## config.mk

```make
export PLATFORM = sky130hd
export DESIGN_NAME = encoder
export DESIGN_NICKNAME = d
export VERILOG_FILES = /design/src/rtl/encoder.sv
export SDC_FILE = /design/constraint.sdc
export NUM_CORES = 1
export LEC_CHECK = 0
export ABC_CLOCK_PERIOD_IN_PS = 3700
export BUFFER_PORTS_ARGS = -buffer_cell sky130_fd_sc_hd__buf_2
export CAP_MARGIN = 20
export CORE_ASPECT_RATIO = 1.25
export CORE_MARGIN = 4
export CORE_UTILIZATION = 48
export CTS_CLUSTER_DIAMETER = 50
export DETAILED_ROUTE_END_ITERATION = 10
export PLACE_DENSITY = 0.8
export SYNTH_ARGS = -nofsm -noshare
export SYNTH_HDL_FRONTEND = slang
export SYNTH_SLANG_ARGS = --single-unit
```

## constraint.sdc

```tcl
create_clock -name aclk -period 3.7 [get_ports aclk]
set_clock_uncertainty 0.1 [all_clocks]
set_input_delay 0.74 -clock aclk [delete_from_list [all_inputs] [get_ports aclk]]
set_output_delay 0.74 -clock aclk [all_outputs]
set_load 0.05 [all_outputs]
```

## src/rtl/encoder.sv

```systemverilog
// Rate-1/2 K=7 convolutional encoder (133/171 octal) with 2/3 and 3/4 puncturing selected per beat.
// Latency: 1 cycle from input handshake to registered output; full throughput of 1 beat/cycle.
// Backpressure: single output register; s_axis_tready drops only while it is full and m_axis_tready is low.
module encoder #(
    parameter int WIDTH = 24
) (
    input  logic                 aclk,
    input  logic                 aresetn,
    input  logic [WIDTH-1:0]     s_axis_tdata,
    input  logic                 s_axis_tvalid,
    output logic                 s_axis_tready,
    input  logic [3:0]           s_axis_tuser,
    input  logic                 s_axis_tlast,
    output logic [2*WIDTH-1:0]   m_axis_tdata,
    output logic                 m_axis_tvalid,
    input  logic                 m_axis_tready,
    output logic                 m_axis_tlast
);

    localparam int OW  = 2 * WIDTH;
    localparam int NG2 = WIDTH / 2;   // rate 2/3 puncture groups per beat
    localparam int NG3 = WIDTH / 3;   // rate 3/4 puncture groups per beat

    typedef enum logic [1:0] {
        RATE_1_2 = 2'd0,
        RATE_2_3 = 2'd1,
        RATE_3_4 = 2'd2
    } rate_t;

    // r_sr[0] holds the most recent input bit (d1), r_sr[5] the oldest (d6).
    logic [5:0]        r_sr;
    logic [OW-1:0]     r_dat;
    logic              r_vld;
    logic              r_last;

    logic              w_accept;
    rate_t             w_rate;
    logic [WIDTH+5:0]  w_seq;
    logic [WIDTH-1:0]  w_a;
    logic [WIDTH-1:0]  w_b;
    logic [5:0]        w_sr_nxt;
    logic [OW-1:0]     w_p12;
    logic [OW-1:0]     w_p23;
    logic [OW-1:0]     w_p34;
    logic [OW-1:0]     w_coded;

    // The skid-free handshake: accept whenever the output slot is empty or being drained.
    assign s_axis_tready = aresetn & (~r_vld | m_axis_tready);
    assign w_accept      = s_axis_tvalid & s_axis_tready;

    assign m_axis_tdata  = r_dat;
    assign m_axis_tvalid = r_vld;
    assign m_axis_tlast  = r_last;

    // Map the 802.11a RATE field to a puncturing mode; unknown codes fall back to 1/2.
    always_comb begin
        w_rate = RATE_1_2;
        case (s_axis_tuser)
            4'b1011, 4'b1010, 4'b1001: w_rate = RATE_1_2;
            4'b1000:                   w_rate = RATE_2_3;
            4'b1111, 4'b1110,
            4'b1101, 4'b1100:          w_rate = RATE_3_4;
            default:                   w_rate = RATE_1_2;
        endcase
    end

    // Lay the six history bits and the beat out as one time-ordered bit sequence.
    // w_seq[k+6] is x[k]; w_seq[k+6-i] is the input delayed by i bits.
    always_comb begin
        w_seq = '0;
        for (int i = 0; i < 6; i++) begin
            w_seq[5-i] = r_sr[i];
        end
        w_seq[WIDTH+5:6] = s_axis_tdata;
    end

    // Mother code outputs for every bit of the beat (g0 taps 0,2,3,5,6; g1 taps 0,1,2,3,6).
    always_comb begin
        w_a = '0;
        w_b = '0;
        for (int k = 0; k < WIDTH; k++) begin
            w_a[k] = w_seq[k+6] ^ w_seq[k+4] ^ w_seq[k+3] ^ w_seq[k+1] ^ w_seq[k];
            w_b[k] = w_seq[k+6] ^ w_seq[k+5] ^ w_seq[k+4] ^ w_seq[k+3] ^ w_seq[k];
        end
    end

    // Encoder history after this beat: the last six input bits, newest in bit 0.
    always_comb begin
        w_sr_nxt = '0;
        for (int i = 0; i < 6; i++) begin
            w_sr_nxt[i] = s_axis_tdata[WIDTH-1-i];
        end
    end

    // Build all three punctured layouts; each restarts its pattern at bit 0 of the beat.
    always_comb begin
        w_p12 = '0;
        w_p23 = '0;
        w_p34 = '0;
        for (int k = 0; k < WIDTH; k++) begin
            w_p12[2*k]   = w_a[k];
            w_p12[2*k+1] = w_b[k];
        end
        // 2/3: keep A0,B0,A1 out of every two input bits.
        for (int g = 0; g < NG2; g++) begin
            w_p23[3*g]   = w_a[2*g];
            w_p23[3*g+1] = w_b[2*g];
            w_p23[3*g+2] = w_a[2*g+1];
        end
        // 3/4: keep A0,B0,A1,B2 out of every three input bits.
        for (int g = 0; g < NG3; g++) begin
            w_p34[4*g]   = w_a[3*g];
            w_p34[4*g+1] = w_b[3*g];
            w_p34[4*g+2] = w_a[3*g+1];
            w_p34[4*g+3] = w_b[3*g+2];
        end
    end

    // Select the layout for this beat's rate.
    always_comb begin
        w_coded = w_p12;
        case (w_rate)
            RATE_2_3: w_coded = w_p23;
            RATE_3_4: w_coded = w_p34;
            default:  w_coded = w_p12;
        endcase
    end

    // Output register: load on accept, empty on a drain with nothing new behind it.
    always_ff @(posedge aclk or negedge aresetn) begin
        if (!aresetn) begin
            r_vld  <= 1'b0;
            r_dat  <= '0;
            r_last <= 1'b0;
        end else if (w_accept) begin
            r_vld  <= 1'b1;
            r_dat  <= w_coded;
            r_last <= s_axis_tlast;
        end else if (m_axis_tready) begin
            r_vld  <= 1'b0;
        end
    end

    // Encoder state carries across beats and restarts from zero after a packet's last beat.
    always_ff @(posedge aclk or negedge aresetn) begin
        if (!aresetn) begin
            r_sr <= '0;
        end else if (w_accept) begin
            r_sr <= s_axis_tlast ? 6'd0 : w_sr_nxt;
        end
    end

endmodule

```

# Yosys cells after proc, flatten, opt, wreduce, memory -nomap -nowiden
# Memory sizes are Yosys's and may differ from the RTL's.
# Index checks and enable logic that the tools add are counted.
# word_totals
mem_bits_ro,32
elab_cells,208
mem_count,1
reg_bits,56
# classes
n_eq_ne,2
bitwise,196
n_mux,4
n_reduce_logical,1
# mem_list
name,words,width,read_ports,rd_clocked_by_memory_dff,write_ports,line,source
(name not given),16,2,1,0,0,58,case (s_axis_tuser)
# op_table
op,count
$xor A1 B1 Y1,192
$pmux W48 S2,1
$mux W6,1
$and A1 B1 Y1,2
$eq A2 B1 Y1 const B,1
$eq A2 B2 Y1 const B,1
$mux W1,2
$reduce_bool A2 Y1,1
$not A1 Y1,1
$or A1 B1 Y1,1

# Longest topological paths before layout
# Gate-level depths: netlist (run 1).
# logic_depth
depth_word,5
depth_mapped,6
ltp_nobuf,4

# Worst setup path after synthesis (run 1)
# Ideal clock, no wire load.
# synth_path
path_type,input -> output
from,input m_axis_tready
to,output s_axis_tready
t_required_ps,2860
cell_stages,2
path_slack_ps,1559
arrival_ps,1301
path_cell_list,nand2b_1 > and2_1
# synth_via
elab_chain_len,2
# synth_rtl
item,line,source
start: declaration,16,"input logic m_axis_tready,"
$or A1 B1 Y1,48,assign s_axis_tready = aresetn & (~r_vld | m_axis_tready);
$and A1 B1 Y1,48,
end: declaration,11,"output logic s_axis_tready,"
# Every way passes these cells.

# Worst setup path in the final report (run 1)
# Same ends and word-level chain as after synthesis.

==> flow_summary.yaml, run 1 <==
synth:
  synth_largest_type_area_fraction_pct: 34.3
  synth.net_count: 427
  yosys.cell_count.top_type: "sky130_fd_sc_hd__dfrtp_1"
  synth_area_um2: 4090
  largest_area_contributor_in_the_synthesized_netlist: "sky130_fd_sc_hd__dfrtp_1"
  post_synth_num_cell_types: 34
  synth.top_cells.by_count: "sky130_fd_sc_hd__dfrtp_1, sky130_fd_sc_hd__a21oi_1, sky130_fd_sc_hd__nand2_1, sky130_fd_sc_hd__xnor2_1, sky130_fd_sc_hd__nor2_1"
  synth.ff_latch_count: 56
  netlist_top_cells_area: "sky130_fd_sc_hd__dfrtp_1, sky130_fd_sc_hd__xnor3_1, sky130_fd_sc_hd__xnor2_1"
  synthArstFlopShare_pct: 100
  synth.avg_cell_area_um2: 10.4
  number_of_enable_flip_flop_cells_after_synthesis: 0
  syn_inst: 394
  synth_ff_type: "sky130_fd_sc_hd__dfrtp_1"
  synth.yosys.seq_area_share_pct: 34.3
  synth_warnings: 0
grt:
  grt_start_max_net_pins: 56
  globalRoute.totalOverflow: 0
  grt_use_total_pct: 21.3
  grt_antenna_before_repair: 1
  grt_first_pass_wirelength_um: 17200
  number_of_global_route_vias_before_repair: 3329
timing:
  fmax_ghz: 0.449
  rsz0062_at_grt: "false"
  timing.final.setup_violations: 0
  worst-slew-pin-transition_ns: 0.758
  slew-limit-headroom_pct: 49.3
  timing.final.crit_share_pct: 60.3
  slew_violations: 0
  final_period_minus_worst_setup_slack_ns: 2.23
  totalNegativeSetupSlack_ns: 0
  final_hold_viol_count: 0
worst_setup_path:
  worst-endpoint-required_ns: 2.86
  timing.reg2reg.setup_slack_ns: 1.83
  critical_path.slowest_cell: "sky130_fd_sc_hd__buf_2"
  slowest_delay_ns: 0.20
  cp-start-kind: "input pin"
  timing.critical_path.to_type: "output pin"
  timing.critical_path.arrival_ns: 1.39
  worst-path-max-fanout: 4
  reg2reg_to: "m_axis_tdata[43]$_DFFE_PN0P_"
  cell_seen_most_often_among_critical_path_stages: "sky130_fd_sc_hd__buf_2"
  r2r_cells: 5
  setup.worst_path.class: "input pin to output pin"
  regToRegStartpoint: "m_axis_tvalid$_DFFE_PN0P_"
  critical_path.cell_chain: "buf_2 -> nand2b_1 -> and2_1 -> buf_2"
clock_tree:
  cts_root_buffer: "sky130_fd_sc_hd__clkbuf_8"
  clock_path_buffers: 2
  cts_tree: "built"
  cts.clk_slew.worst_paths_ns: 0.09
  cts_resized: 0
  cts.sink_count: 56
  clk-insertion-delay-late_ns: 0.31
  post-cts-setup-buffer-count: 0
  cts_made_buffers: 5
  post_cts_hold_buffer_count: 0
  cts-htree-levels: 2
route:
  top_layer_used: "met4"
  detail_route.drc_violations: 0
  met2_length_um: 5300
  met3RoutedLength_um: 636
  ant_nets: 0
  detail_route.first_pass.iterations: 5
  wl_um: 10400
  initialDrtViolationCount: 291
  vias: 3190
  drt-vias-per-instance: 5.81
  routedWlPerCell_um: 18.9
  routedLengthMet1_um: 4050
hold_path:
  hold_path.class: "input pin to async pin"
power_and_ir_drop:
  cellPowerDensity_nw_per_um2: 569
  total_power_mw: 2.61
  leakage_nw: 2.26
  peakVddDrop_uv: 229
placement:
  io_buffer_count: 83
  dp_hpwl_um: 7700
  finalWeightedCongestion: 0.847
flow_run:
  drv_cap: 0
die:
  initial_core_util_pct: 49.3
  die_width_um: 90.5
  boundaryPins: 84
  die-area_um2: 10100
  die_height_um: 111
  coreArea_um2: 8290
  std_cell_rows: 37
run_status:
  outcome: "completed"
cells_and_area:
  layout_overhead_on_the_synthesized_area_pct: 12.2
  layout_cells_sized_above_1_pct: 23.1
  fin_nets: 483
[how the worst max path moves through the flow]
stage | from | to | slack (ns) | cells after the start
finish | m_axis_tready | s_axis_tready | 1.47 | 4
global placement | s_axis_tuser[2] | m_axis_tdata[27]$_DFFE_PN0P_ | 1.32 | 6
detailed placement | s_axis_tuser[2] | m_axis_tdata[27]$_DFFE_PN0P_ | 1.22 | 6
floorplan | m_axis_tready | s_axis_tready | 1.56 | 2
CTS | m_axis_tready | s_axis_tready | 1.47 | 4
global route | s_axis_tuser[2] | m_axis_tdata[33]$_DFFE_PN0P_ | 1.35 | 6
[registers in the layout (all words and copies together) (netlist names)]
signal         cells
m_axis_tdata      48
r_sr               6
m_axis_tlast       1
m_axis_tvalid      1
[stage by stage]
step / area, um^2 / hold slack (ns) / setup WS [ns] / cells / util [%]
3_3_place_gp: 4490 / 0.358 / 1.32 / 540 / 54.2
3_5_place_dp: 4490 / 0.370 / 1.22 / 540 / 54.2
4_1_cts: 4580 / 0.102 / 1.47 / 548 / 55.3
5_1_grt: 4580 / 0.0962 / 1.35 / 549 / 55.3
2_1_floorplan: 4090 / 0.344 / 1.56 / 394 / -
6_report: 4580 / 0.118 / 1.47 / 549 / 55.3
[area by class of cell]
cell class	count	area, um^2
flip-flops and latches	56	1400
multi-input cells	297	2500
diodes	1	2.50
fillers	715	3700
well taps	97	121
repair buffers	90	468
clock buffers	8	90.1
[critical path, delay by kind of cell]
kind | cells | cell delay, ns
buf+inv | 2 | 0.29
simple gates | 2 | 0.35
[routing by layer]
metal  vias up  global-route usage, %
met4         0                   10.6
met5         -                      0
met1      1565                   25.1
met3        22                   3.87
li1       1475                      -
met2       128                   36.9
[logic make-up after synthesis]
family	after synthesis	synth area share (%)
buf+inv	41	4.81
mux	4	0.980
compound gates	105	15.6
xor+xnor	101	34.6
flops	56	34.3
simple gates	87	9.68
[power breakdown]
group	leakage (nW)	total (mW)	switching, mW	internal (mW)
logic	1.54	1.40	0.950	0.448
clock network	0.0455	0.354	0.200	0.153
registers	0.671	0.856	0.0941	0.762
[cell usage in the layout (no fill, tap or decap), drive strengths merged]
master,instances
nor2,29
a2bb2oi,7
nand2b,1
and2,4
xnor3,27
xnor2,36
xor3,8
a31oi,3
or3,1
o21ai,19
o22a,1
xor2,30
buf,90
dfrtp,56
clkbuf,8
a22oi,19
or4b,1
a21oi,49
a22o,4
nand2,36
nor3,4
nor4b,1
diode,1
nand3b,6
nand3,1
and3,3
a222oi,3
mux2i,4
Note: power is estimated with default switching activity, not from simulation.
==> run 2, diff against run 1 <==
- ABC_AREA: default -> 1
- ABC_CLOCK_PERIOD_IN_PS: 3700 -> 1800
- PLACE_DENSITY: 0.8 -> 0.82
- clock period: 3.7 -> 1.8 ns (I/O delays scaled with it)
==> run 2 against run 1 <==
First-iteration DRC count up 65%; sequential cell count unchanged; worst setup slack got worse by 1.3 ns; total power increased by 110%; utilization increased by 1.8 points; sequential share of layout area shrank 5.3 points; non-clock buffer count rose by 8; count of clock-buffer cells in the layout fell by 2; wire length up 36%; combinational power grew 91%.
==> flow_summary.yaml, run 2 <==
worst_setup_path:
  timing.critical_path.arrival_ns: 1.21
  setup.worst_path.class: "register to output pin"
  timing.critical_path.to_type: "output pin"
  regToRegStartpoint: "m_axis_tvalid$_DFFE_PN0P_"
  critPathLaunch: "m_axis_tvalid$_DFFE_PN0P_"
  worst-path-max-fanout: 2
  worst-endpoint-required_ns: 1.34
  cp-start-kind: "register"
clock_tree:
  cts_tree: "built"
  post-cts-setup-buffer-count: 0
  cts_made_buffers: 5
  clock_path_buffers: 2
  clk-insertion-delay-late_ns: 0.29
  cts_root_buffer: "sky130_fd_sc_hd__clkbuf_16"
  cts.sink_count: 56
  cts.clk_slew.worst_paths_ns: 0.07
  cts-htree-levels: 2
timing:
  finalHoldWorstSlack_ns: 0.107
  final_period_minus_worst_setup_slack_ns: 1.67
  final_hold_viol_count: 0
  worst-slew-pin-transition_ns: 0.736
  slew-limit-headroom_pct: 50.9
  fmax_ghz: 0.597
  slew_violations: 0
  timing.final.crit_share_pct: 93.0
  rsz0062_at_grt: "false"
  timing.final.setup_violations: 0
  postLayoutSetupSlackWorst_ns: 0.126
  totalNegativeSetupSlack_ns: 0
cells_and_area:
  mostFrequentLayoutCells: "sky130_fd_sc_hd__nand2_1, sky130_fd_sc_hd__nand3_1, sky130_fd_sc_hd__buf_2, sky130_fd_sc_hd__inv_1, sky130_fd_sc_hd__nor2_1"
  fin_nets: 905
  largest_reg_flops: 48
  layout.cells.most_common: "sky130_fd_sc_hd__nand2_1"
  antenna_cells: 0
  multi_input_comb_area_um2: 2960
  final_area_um2: 5540
  final-seq-area_um2: 1400
  nFillCells: 986
  layout_cells_sized_above_1_pct: 18.3
  layout_overhead_on_the_synthesized_area_pct: 14.7
synth:
  synthArstFlopShare_pct: 100
  synth_ff_type: "sky130_fd_sc_hd__dfrtp_1"
  netlist_top_cells_area: "sky130_fd_sc_hd__dfrtp_1, sky130_fd_sc_hd__nand2_1, sky130_fd_sc_hd__nand3_1"
  synth_top_family_by_area: "simple AND/OR/NAND/NOR gates"
  synth_warnings: 0
  synth_area_um2: 4830
  synth.top_cells.by_count: "sky130_fd_sc_hd__nand2_1, sky130_fd_sc_hd__nand3_1, sky130_fd_sc_hd__inv_1, sky130_fd_sc_hd__nor2_1, sky130_fd_sc_hd__dfrtp_1"
  largest_area_contributor_in_the_synthesized_netlist: "sky130_fd_sc_hd__dfrtp_1"
  synth.net_count: 829
  synth-simple-area-share_pct: 53.3
  post_synth_num_cell_types: 28
  synth.yosys.seq_area_share_pct: 29.0
  post_synth_xor_xnor_area_pct: 6.16
  yosys.cell_count.top_type: "sky130_fd_sc_hd__nand2_1"
  synth-compound-area-share_pct: 1.66
  number_of_enable_flip_flop_cells_after_synthesis: 0
  synth.ff_latch_count: 56
  synth.avg_cell_area_um2: 6.07
  synth-adder-area-share_pct: 0
  post_synth_mux_area_share_pct: 0
  synth_largest_type_area_fraction_pct: 29.0
  syn_inst: 796
grt:
  globalRoute.totalOverflow: 0
  number_of_global_route_vias_before_repair: 4908
  grt_antenna_before_repair: 0
  grt_start_max_net_pins: 59
  grt_first_pass_wirelength_um: 23400
  grt_use_total_pct: 24.3
die:
  initial_core_util_pct: 49.8
  die-area_um2: 11700
  die_height_um: 120
  die_width_um: 97.7
  std_cell_rows: 40
  coreArea_um2: 9710
  boundaryPins: 84
route:
  wl_um: 14100
  initialDrtViolationCount: 480
  vias: 5282
  detail_route.drc_violations: 0
  routedWlPerCell_um: 14.1
  ant_nets: 0
  detail_route.first_pass.iterations: 5
  drt-vias-per-instance: 5.29
placement:
  io_buffer_count: 83
  detailedPlace.worstSlack_ns: 0.0805
  dp_hpwl_um: 10900
  finalWeightedCongestion: 0.963
  dpl-instance-area_um2: 5380
power_and_ir_drop:
  leakage_nw: 3.15
  total_power_mw: 5.48
  peakVddDrop_uv: 633
  cellPowerDensity_nw_per_um2: 989
flow_run:
  drv_cap: 0
hold_path:
  hold_path.class: "input pin to async pin"
run_status:
  outcome: "completed"
[run 2: changes by cell type after synthesis, sizes merged, moves of 8 or more]
cell,previous run,this run
a21oi,49,1
a22oi,19,0
clkbuf,17,3
inv,0,74
nand2,36,325
nand3,1,171
nor2,29,61
o21ai,19,4
or2,0,28
xnor2,36,12
xnor3,27,0
xor2,30,22
xor3,8,0
[run 2: path summary, 6_finish.rpt]
check / cells past startpoint / endpoint / slack [ns]
worst max-delay path: 4 / s_axis_tready / 0.13
worst min-delay path: 2 / m_axis_tlast$_DFFE_PN0P_ / 0.11
worst max register to register: 9 / m_axis_tdata[9]$_DFFE_PN0P_ / 0.16
worst min register to register: 2 / m_axis_tdata[46]$_DFFE_PN0P_ / 0.38
max in group asynchronous: 2 / m_axis_tvalid$_DFFE_PN0P_ / 0.94
min in group aclk: 2 / m_axis_tvalid$_DFFE_PN0P_ / 0.14
[run 2: kinds of logic (layout without fill, tap and decap cells)]
group	after synthesis	after routing
AND/OR/NAND/NOR	589	589
XOR/XNOR	34	34
AO/OA/AOI/OAI	13	13
flip-flops	56	56
buffers and inverters	104	181
[run 2: area by class of cell]
cell class / instances / share of cell area (%)
Clock buffer: 6 / 2.33
Clock inverter: 2 / 0.632
Inverter: 75 / 5.08
Multi-Input combinational cell: 636 / 53.4
Sequential cell: 56 / 25.3
Tap cell: 126 / 2.84
Timing Repair Buffer: 98 / 10.4
[run 2: metrics by stage]
step	cells	utilization [%]
2_1_floorplan	796	-
3_3_place_gp	991	55.4
3_5_place_dp	991	55.4
4_1_cts	999	57.1
5_1_grt	999	57.1
6_report	999	57.1
[run 2: critical path, stage by stage, from the launching register on]
cell and delay (ns):
sky130_fd_sc_hd__dfrtp_2 0.40, sky130_fd_sc_hd__inv_1 0.07, sky130_fd_sc_hd__nor2_1 0.08, sky130_fd_sc_hd__nor2_4 0.09
sky130_fd_sc_hd__buf_2 0.28
[run 2: routing by layer]
metal  global-route usage [%]  share of wire (%)  routed length (um)
met5                        0                  0                   0
met4                     10.3                3.0                 425
met3                     3.29                6.8                 959
met2                     40.5                 47                6690
met1                     31.7                 43                6050
[run 2: where the power goes]
part / internal, mW / total [mW] / leakage (nW) / switching (mW)
Combinational: 0.733 / 2.68 / 2.40 / 1.95
Sequential: 1.53 / 1.68 / 0.665 / 0.155
Clock: 0.656 / 1.12 / 0.0808 / 0.466
[run 2: what timing repair did]
action	CTS	global route
hold buffers	0	0
endpoints found under the hold margin	0	0
setup endpoints to repair	0	1
gates resized for setup	0	1
==> run 3, diff against run 2 <==
- ABC_CLOCK_PERIOD_IN_PS: 1800 -> 2000
- CORE_UTILIZATION: 48 -> 26
- PLACE_DENSITY: 0.82 -> 0.52
- clock period: 1.8 -> 2 ns (I/O delays scaled with it)
==> run 3 against run 2 <==
First-iteration DRC count decreased by 30%; via count decreased by 3.8%; utilization decreased by 26 points; total power decreased by 7.6%; non-clock buffer count decreased by 5; highest routed layer unchanged; combinational power decreased by 10%; sequential cell count unchanged; register-to-register slack improved by 0.18 ns; sequential share of layout area decreased by 0.57 points; count of clock-buffer cells in the layout decreased by 1.
==> flow_summary.yaml, run 3 (same netlist as run 2, synthesis figures left out) <==
timing:
  final_period_minus_worst_setup_slack_ns: 1.66
  timing.final.setup_violations: 0
  fmax_ghz: 0.601
  rsz0062_at_grt: "false"
  worst-slew-pin-transition_ns: 0.755
  slew_violations: 0
  timing.final.crit_share_pct: 83.2
  final_hold_viol_count: 0
  slew-limit-headroom_pct: 49.6
  totalNegativeSetupSlack_ns: 0
  postLayoutSetupSlackWorst_ns: 0.335
cells_and_area:
  mostFrequentLayoutCells: "sky130_fd_sc_hd__nand2_1, sky130_fd_sc_hd__nand3_1, sky130_fd_sc_hd__buf_2, sky130_fd_sc_hd__inv_1, sky130_fd_sc_hd__nor2_1"
  layout_cells_sized_above_1_pct: 17.6
  fin_nets: 900
  nFillCells: 2097
  largest_reg_flops: 48
  antenna_cells: 0
  layout_overhead_on_the_synthesized_area_pct: 17.2
  layout.cells.most_common: "sky130_fd_sc_hd__nand2_1"
worst_setup_path:
  worst-path-max-fanout: 7
  critical_path.slowest_cell: "sky130_fd_sc_hd__dfrtp_1"
  timing.critical_path.arrival_ns: 1.75
  worst-endpoint-required_ns: 2.08
  slowest_delay_ns: 0.47
  timing.critical_path.to_type: "register"
  cell_seen_most_often_among_critical_path_stages: "sky130_fd_sc_hd__xor2_1"
  critical_path.cell_chain: "inv_1 -> nand2_1 -> nand2_2 -> xor2_1 -> xor2_1 -> o21ai_0"
  cp-start-kind: "register"
  setup.worst_path.class: "register to register"
route:
  drt-vias-per-instance: 4.64
  vias: 5082
  routedWlPerCell_um: 14.6
  detail_route.first_pass.iterations: 5
  ant_nets: 0
  wl_um: 16000
  detail_route.drc_violations: 0
  initialDrtViolationCount: 338
clock_tree:
  cts.clk_slew.worst_paths_ns: 0.07
  clk-insertion-delay-late_ns: 0.30
  cts_tree: "built"
  post_cts_hold_buffer_count: 0
  cts-htree-levels: 2
  cts_made_buffers: 5
  cts_root_buffer: "sky130_fd_sc_hd__clkbuf_16"
  clock_path_buffers: 2
  cts.sink_count: 56
  cts_resized: 0
  post-cts-setup-buffer-count: 0
die:
  coreArea_um2: 18200
  std_cell_rows: 55
  initial_core_util_pct: 26.6
  die_height_um: 160
  die_width_um: 130
  boundaryPins: 84
  die-area_um2: 20800
power_and_ir_drop:
  power.clock.fraction_pct: 22.5
  netSwitchingPower_mw: 2.33
  power.sequential.fraction_pct: 29.9
  peakVddDrop_uv: 468
  cellPowerDensity_nw_per_um2: 894
  leakage_nw: 3.14
  sw_frac_of_total_pct: 46.0
  power_report.internal_total_mw: 2.74
  power.combinational.fraction_pct: 47.7
grt:
  number_of_global_route_vias_before_repair: 4912
  globalRoute.totalOverflow: 0
  grt_first_pass_wirelength_um: 25800
  grt_use_total_pct: 15.5
  grt_antenna_before_repair: 0
  grt_start_max_net_pins: 57
hold_path:
  hold_path.class: "input pin to async pin"
placement:
  finalWeightedCongestion: 0.881
  dp_hpwl_um: 12600
  detailedPlace.worstSlack_ns: 0.195
  io_buffer_count: 83
flow_run:
  drv_cap: 0
run_status:
  outcome: "completed"
-- run 3: cell types whose count changed in the layout (fill, tap and decap cells not counted), sizes merged --
cell | before | now
buf | 98 | 93
bufinv | 1 | 2
clkbuf | 6 | 5
clkinv | 2 | 1
-- run 3: worst paths after layout --
check	startpoint	to	slack, ns	cells after the start
worst max-delay path	r_sr[0]$_DFFE_PN0P_	m_axis_tdata[1]$_DFFE_PN0P_	0.34	6
worst min-delay path	aresetn	m_axis_tdata[21]$_DFFE_PN0P_	0.16	2
worst max register to register	r_sr[0]$_DFFE_PN0P_	m_axis_tdata[1]$_DFFE_PN0P_	0.34	6
worst min register to register	m_axis_tdata[45]$_DFFE_PN0P_	m_axis_tdata[45]$_DFFE_PN0P_	0.38	2
max in group asynchronous	aresetn	m_axis_tlast$_DFFE_PN0P_	1.13	2
min in group aclk	m_axis_tready	m_axis_tvalid$_DFFE_PN0P_	0.19	2
-- run 3: layout make-up --
class                           count  area (um^2)  area share [%]
Multi-Input combinational cell    636         2960            52.2
Sequential cell                    56         1400            24.7
Timing Repair Buffer               93          553            9.76
Tap cell                          228          285            5.04
Inverter                           75          282            4.97
Clock buffer                        5          125            2.21
Clock inverter                      2         60.1            1.06
-- run 3: per-layer routing --
| layer | share of wire (%) | wire length (um) | GRT usage (%) | vias to the layer above |
|---|---|---|---|---|
| li1 | - | - | - | 2651 |
| met1 | 45 | 7180 | 20.4 | 2287 |
| met2 | 49 | 7760 | 26.1 | 128 |
| met3 | 5.0 | 804 | 2.53 | 16 |
| met4 | 1.4 | 225 | 3.88 | 0 |
| met5 | 0 | 0 | 0 | - |
-- run 3: worst max-delay path, delay by kind of cell, from the launching register on --
kind	cells	cell delay, ns
simple gates	2	0.26
xor+xnor	2	0.41
flops	1	0.47
buf+inv	1	0.20
compound gates	1	0.11
-- run 3: power by group through the flow --
stage          Sequential [mW]  Clock (mW)  Combinational, mW
2_1_floorplan             2.33           0               1.03
3_3_place_gp              1.55           0               2.42
3_5_place_dp              1.54           0               2.42
4_1_cts                   1.52        1.19               2.44
5_1_grt                   1.55        1.22               2.64
6_report                  1.51        1.14               2.41
-- run 3: metrics by stage --
step / hold slack (ns) / cell area (um^2) / std cells / util (%) / total power [mW]
after floorplan: 0.00441 / 4840 / 796 / - / 3.35
after global placement: 0.367 / 5480 / 1088 / 30.2 / 3.96
after detailed placement: 0.363 / 5480 / 1088 / 30.2 / 3.96
after CTS: 0.190 / 5670 / 1095 / 31.2 / 5.15
after global routing: 0.206 / 5670 / 1095 / 31.2 / 5.41
final: 0.164 / 5670 / 1095 / 31.2 / 5.07
